File: config.mk
export PLATFORM = sky130hd
export DESIGN_NAME = csa_16bit_9num_adder_flat
export DESIGN_NICKNAME = d
export VERILOG_FILES = /design/src/rtl/csa_pkg.sv /design/src/rtl/csa_16bit_9num_adder_if.sv /design/src/rtl/csa_row_3to2.sv /design/src/rtl/csa_16bit_9num_adder.sv /design/src/flat_wrapper.sv
export SDC_FILE = /design/constraint.sdc
export NUM_CORES = 1
export LEC_CHECK = 0
export CORE_ASPECT_RATIO = 1.25
export CORE_UTILIZATION = 44
export DETAILED_ROUTE_END_ITERATION = 16
export MAX_ROUTING_LAYER = met4
export PLACE_DENSITY = 0.83
export SYNTH_ARGS = -nofsm -noshare
export SYNTH_HDL_FRONTEND = slang
export SYNTH_HIERARCHICAL = 1
export SYNTH_SLANG_ARGS = --single-unit
export TNS_END_PERCENT = 100
File: constraint.sdc
create_clock -name clk -period 1.55 [get_ports clk]
set_clock_uncertainty 0.2 [all_clocks]
set_input_delay 0.31 -clock clk [delete_from_list [all_inputs] [get_ports clk]]
set_output_delay 0.31 -clock clk [all_outputs]
set_load 0.005 [all_outputs]
File: src/rtl/csa_pkg.sv
// Shared constants for the nine-operand carry-save adder.
// Holds the datapath width and the operand count.
package csa_pkg;
  localparam int CSA_WIDTH   = 16;
  localparam int CSA_NUM_OPS = 9;
endpackage

File: src/rtl/csa_16bit_9num_adder_if.sv
// Operand/result bundle for csa_16bit_9num_adder.
// master: drives in_valid, num0..num8 and reads sum, out_valid. slave: the adder side.
interface csa_16bit_9num_adder_if;
  import csa_pkg::*;

  logic                 in_valid;
  logic [CSA_WIDTH-1:0] num0;
  logic [CSA_WIDTH-1:0] num1;
  logic [CSA_WIDTH-1:0] num2;
  logic [CSA_WIDTH-1:0] num3;
  logic [CSA_WIDTH-1:0] num4;
  logic [CSA_WIDTH-1:0] num5;
  logic [CSA_WIDTH-1:0] num6;
  logic [CSA_WIDTH-1:0] num7;
  logic [CSA_WIDTH-1:0] num8;
  logic [CSA_WIDTH-1:0] sum;
  logic                 out_valid;

  modport master (
    output in_valid,
    output num0, num1, num2,
    output num3, num4, num5,
    output num6, num7, num8,
    input  sum,
    input  out_valid
  );

  modport slave (
    input  in_valid,
    input  num0, num1, num2,
    input  num3, num4, num5,
    input  num6, num7, num8,
    output sum,
    output out_valid
  );
endinterface

File: src/rtl/csa_row_3to2.sv
// Bit-parallel 3:2 compressor row: a+b+c == s+c_shifted (mod 2^WIDTH).
// Ports: a, b, c in; s (xor), c_shifted (majority moved up one bit) out.
module csa_row_3to2 #(
  parameter int WIDTH = 16
) (
  input  logic [WIDTH-1:0] a,
  input  logic [WIDTH-1:0] b,
  input  logic [WIDTH-1:0] c,
  output logic [WIDTH-1:0] s,
  output logic [WIDTH-1:0] c_shifted
);
  logic [WIDTH-2:0] maj;

  assign s = a ^ b ^ c;

  // Top-bit majority would shift out, so it is never built.
  assign maj = (a[WIDTH-2:0] & b[WIDTH-2:0])
             | (a[WIDTH-2:0] & c[WIDTH-2:0])
             | (b[WIDTH-2:0] & c[WIDTH-2:0]);

  assign c_shifted = {maj, 1'b0};
endmodule

File: src/rtl/csa_16bit_9num_adder.sv
// Nine-operand modulo-2^16 adder: 4-level CSA tree, one CPA, one output register.
// Ports: clk, rst_n (async, active-low), bus (slave: operands in, sum/out_valid out).
module csa_16bit_9num_adder
  import csa_pkg::*;
#(
  parameter int WIDTH = CSA_WIDTH
) (
  input  logic                          clk,
  input  logic                          rst_n,
  csa_16bit_9num_adder_if.slave         bus
);
  logic [WIDTH-1:0] s0, c0, s1, c1, s2, c2;
  logic [WIDTH-1:0] s3, c3, s4, c4;
  logic [WIDTH-1:0] s5, c5;
  logic [WIDTH-1:0] s6, c6;
  logic [WIDTH-1:0] total;

  csa_row_3to2 #(.WIDTH(WIDTH)) u_l1a (
    .a(bus.num0), .b(bus.num1), .c(bus.num2),
    .s(s0), .c_shifted(c0)
  );
  csa_row_3to2 #(.WIDTH(WIDTH)) u_l1b (
    .a(bus.num3), .b(bus.num4), .c(bus.num5),
    .s(s1), .c_shifted(c1)
  );
  csa_row_3to2 #(.WIDTH(WIDTH)) u_l1c (
    .a(bus.num6), .b(bus.num7), .c(bus.num8),
    .s(s2), .c_shifted(c2)
  );

  csa_row_3to2 #(.WIDTH(WIDTH)) u_l2a (
    .a(s0), .b(c0), .c(s1),
    .s(s3), .c_shifted(c3)
  );
  csa_row_3to2 #(.WIDTH(WIDTH)) u_l2b (
    .a(c1), .b(s2), .c(c2),
    .s(s4), .c_shifted(c4)
  );

  // c4 passes straight through to level 4.
  csa_row_3to2 #(.WIDTH(WIDTH)) u_l3 (
    .a(s3), .b(c3), .c(s4),
    .s(s5), .c_shifted(c5)
  );

  csa_row_3to2 #(.WIDTH(WIDTH)) u_l4 (
    .a(s5), .b(c5), .c(c4),
    .s(s6), .c_shifted(c6)
  );

  assign total = s6 + c6;

  // Load only on in_valid so idle-cycle operand garbage never reaches sum.
  always_ff @(posedge clk or negedge rst_n) begin
    if (!rst_n) begin
      bus.sum       <= '0;
      bus.out_valid <= 1'b0;
    end else begin
      bus.out_valid <= bus.in_valid;
      if (bus.in_valid)
        bus.sum <= total;
    end
  end
endmodule

File: src/flat_wrapper.sv
// flat-port wrapper written by rule: the top's interface ports become plain ports
module csa_16bit_9num_adder_flat import csa_pkg::*;
#(
  parameter int WIDTH = CSA_WIDTH
)
  (clk, rst_n, bus_in_valid, bus_num0, bus_num1, bus_num2, bus_num3, bus_num4, bus_num5, bus_num6, bus_num7, bus_num8, bus_sum, bus_out_valid);
  csa_16bit_9num_adder_if bus_i ();
  input  logic clk;
  input  logic rst_n;
  input wire logic [$bits(bus_i.in_valid)-1:0] bus_in_valid;
  input wire logic [$bits(bus_i.num0)-1:0] bus_num0;
  input wire logic [$bits(bus_i.num1)-1:0] bus_num1;
  input wire logic [$bits(bus_i.num2)-1:0] bus_num2;
  input wire logic [$bits(bus_i.num3)-1:0] bus_num3;
  input wire logic [$bits(bus_i.num4)-1:0] bus_num4;
  input wire logic [$bits(bus_i.num5)-1:0] bus_num5;
  input wire logic [$bits(bus_i.num6)-1:0] bus_num6;
  input wire logic [$bits(bus_i.num7)-1:0] bus_num7;
  input wire logic [$bits(bus_i.num8)-1:0] bus_num8;
  output wire logic [$bits(bus_i.sum)-1:0] bus_sum;
  output wire logic [$bits(bus_i.out_valid)-1:0] bus_out_valid;
  assign bus_i.in_valid = bus_in_valid;
  assign bus_i.num0 = bus_num0;
  assign bus_i.num1 = bus_num1;
  assign bus_i.num2 = bus_num2;
  assign bus_i.num3 = bus_num3;
  assign bus_i.num4 = bus_num4;
  assign bus_i.num5 = bus_num5;
  assign bus_i.num6 = bus_num6;
  assign bus_i.num7 = bus_num7;
  assign bus_i.num8 = bus_num8;
  assign bus_sum = bus_i.sum;
  assign bus_out_valid = bus_i.out_valid;
  csa_16bit_9num_adder #(.WIDTH(WIDTH)) u_core (.clk(clk), .rst_n(rst_n), .bus(bus_i));
endmodule
==> flow_summary.ini <==
[sta]
finalMaxSlewViolations = 0
holdWs_ns = 0.182
fin_ws_ns = -2.30
finalCriticalPeriod_ns = 3.85
hold_violations = 0
fmax_mhz = 259
layout_worst_path_cycle_share_pct = 249
rsz0062_at_grt = true
setup_viol = 16

[setup_path]
rr_endpoint = u_core/bus.sum[9]$_DFFE_PN0P_
rrSetupSlack_ns = 0.38
critPathKind = in -> reg
worstReg2RegStart = u_core/bus.sum[9]$_DFFE_PN0P_
r2r_cells = 3
cp_data_required_time_ns = 1.48
critPathMaxFanout = 3
startpoint_type = input pin
crit_arrival_ns = 3.78
cp-end-kind = flop

[synthesis]
synth-edff-count = 0
ys_types = 50
synthCells = 275
ys_warn_count = 6
avgSynthCellArea_um2 = 13.8
syn-cell-area_um2 = 3800
synth_nets = 543
ys_seq_area_share_pct = 11.2
async_flop_share_pct = 100
synth_ff_type = dfrtp_1
synth-seq-cells = 17

[job]
drv_cap = 0

[place]
dp_hpwl_um = 8700
place_congestion = 0.855
dpl-instance-area_um2 = 5870
io_buffers = 163
place_inst = 558

[global_route]
grt_overflow = 0
grt_pass1_wl_um = 16800
grt.total_usage_pct = 24.7
grt_max_degree = 18
grt_pass1_vias = 3767
antenna_found_initial = 0

[cts]
cts_sinks = 17
numCtsBuffers = 3
h-tree-depth = 1
cts_tree = built
cts_hold_buf = 0
cts.path.max_buffers = 2
clk_pin_slew_ns = 0.07
clkLatencyLatePin_ns = 0.25
ctsRootBufferMaster = clkbuf_8

[detailed_routing]
drt_wl_total_um = 10100
via_count = 3043
vias_per_cell = 5.32
initialDrtViolationCount = 95
drc_errors = 0
firstDrtPassIters = 5
post_drt_wl_per_cell_um = 17.6
ant_nets = 0

[final_layout]
num-fill-cells = 556
final_core_util_pct = 73.3
areaGrowthSynthToFinish_pct = 59.9
final_cell_mix = fa_1 (80), dlygate4sd2_1 (62), buf_2 (35)
nets = 744
drive_gt1_share_pct = 37.7
n_antenna_cell = 0
final_common_cell = fa_1
stdcell_count = 572
fin_area_um2 = 6080

[floorplan]
io_pins = 164
row_count = 37
core_um2 = 8290
die_area_um2 = 9010
fp.dieH_um = 106
initial_utilization_pct = 45.9
die_w_um = 85.1

[hold_path]
hold_class = in -> async

[pwr]
p_leak_nw = 2.64
total_power_mw = 19.3
worst_ir_drop_vdd_v = 0.00163
powerDensity_nw_per_um2 = 3180

[outcome]
outcome = complete, but fails checks
failed_checks = negative setup slack
-- registers in the layout (all words and copies together) (netlist names) --
register              cells
u_core/bus.sum           16
u_core/bus.out_valid      1
-- worst max-delay path: stages --
cell	delay [ns]
dlygate4sd2_1	0.26
fa_1	0.50
fa_1	0.52
fa_1	0.56
fa_1	0.45
ha_4	0.29
and4_4	0.25
and3_1	0.19
a21o_1	0.16
mux2i_1	0.19
nand3_1	0.10
-- through the flow --
stage	setup slack (ns)	TNS, ns
final	-2.30	-32.74
after global routing	-2.40	-34.18
after CTS	-2.30	-32.60
after detailed placement	-2.87	-42.02
after global placement	-2.77	-41.12
after floorplan	-2.19	-31.77
-- worst max path at each step --
stage                 startpoint                        endpoint  slack (ns)
detailed placement   bus_num6[6]  u_core/bus.sum[15]$_DFFE_PN0P_       -2.87
finish              bus_num0[10]  u_core/bus.sum[14]$_DFFE_PN0P_       -2.30
CTS                 bus_num5[13]  u_core/bus.sum[14]$_DFFE_PN0P_       -2.30
global route         bus_num8[8]  u_core/bus.sum[14]$_DFFE_PN0P_       -2.40
floorplan            bus_num6[4]   u_core/bus.sum[8]$_DFFE_PN0P_       -2.19
global placement     bus_num6[6]  u_core/bus.sum[15]$_DFFE_PN0P_       -2.77
-- what timing repair did --
action	CTS	global route
cloned	0	0
endpoints found under the setup margin	33	16
pin swaps	90	42
buffers inserted	7	3
resized for setup	377	24
-- area by class of cell --
cell class | instances | area (µm²) | share of cell area, %
Multi-Input combinational cell | 240 | 3690 | 60.7
Timing Repair Buffer | 207 | 1770 | 29.1
Sequential cell | 17 | 425 | 7.00
Tap cell | 97 | 121 | 2.00
Clock buffer | 3 | 41.3 | 0.680
Inverter | 7 | 26.3 | 0.432
Clock inverter | 1 | 5.00 | 0.0824
-- synth_stat cells, drive strengths merged (5+ instances only) --
library cell,count,area share [%]
mux2,7,2.1
o21ai,5,0.66
nor2,6,0.59
inv,7,0.69
a21oi,17,2.6
fa,106,56
xnor2,6,1.4
nand2,13,1.4
xor3,7,4.4
conb,7,0.69
ha,15,4.9
buf,8,1.7
dfrtp,17,11
-- cells by family after synthesis --
logic type,synth area share (%)
muxes,2.60
other,0.692
buffers and inverters,3.19
AOI/OAI and AO/OA,9.61
xor gates and xnor gates,6.22
DFF,11.2
and+or+nand+nor,5.70
adders and majority gates,60.8
-- power breakdown --
part / leakage (nW) / internal [mW] / total, mW / switching (mW)
clock network: 0.0255 / 0.179 / 0.346 / 0.167
registers: 0.202 / 0.734 / 0.855 / 0.121
logic: 2.41 / 9.84 / 18.1 / 8.25
-- metal layers --
metal	up-vias	track usage, %	wire (µm)
met2	156	50.5	6090
li1	1328	-	-
met4	0	4.60	195
met3	24	3.73	694
met1	1535	24.0	3090
met5	-	-	0
Power figures use the tool's default switching activity.
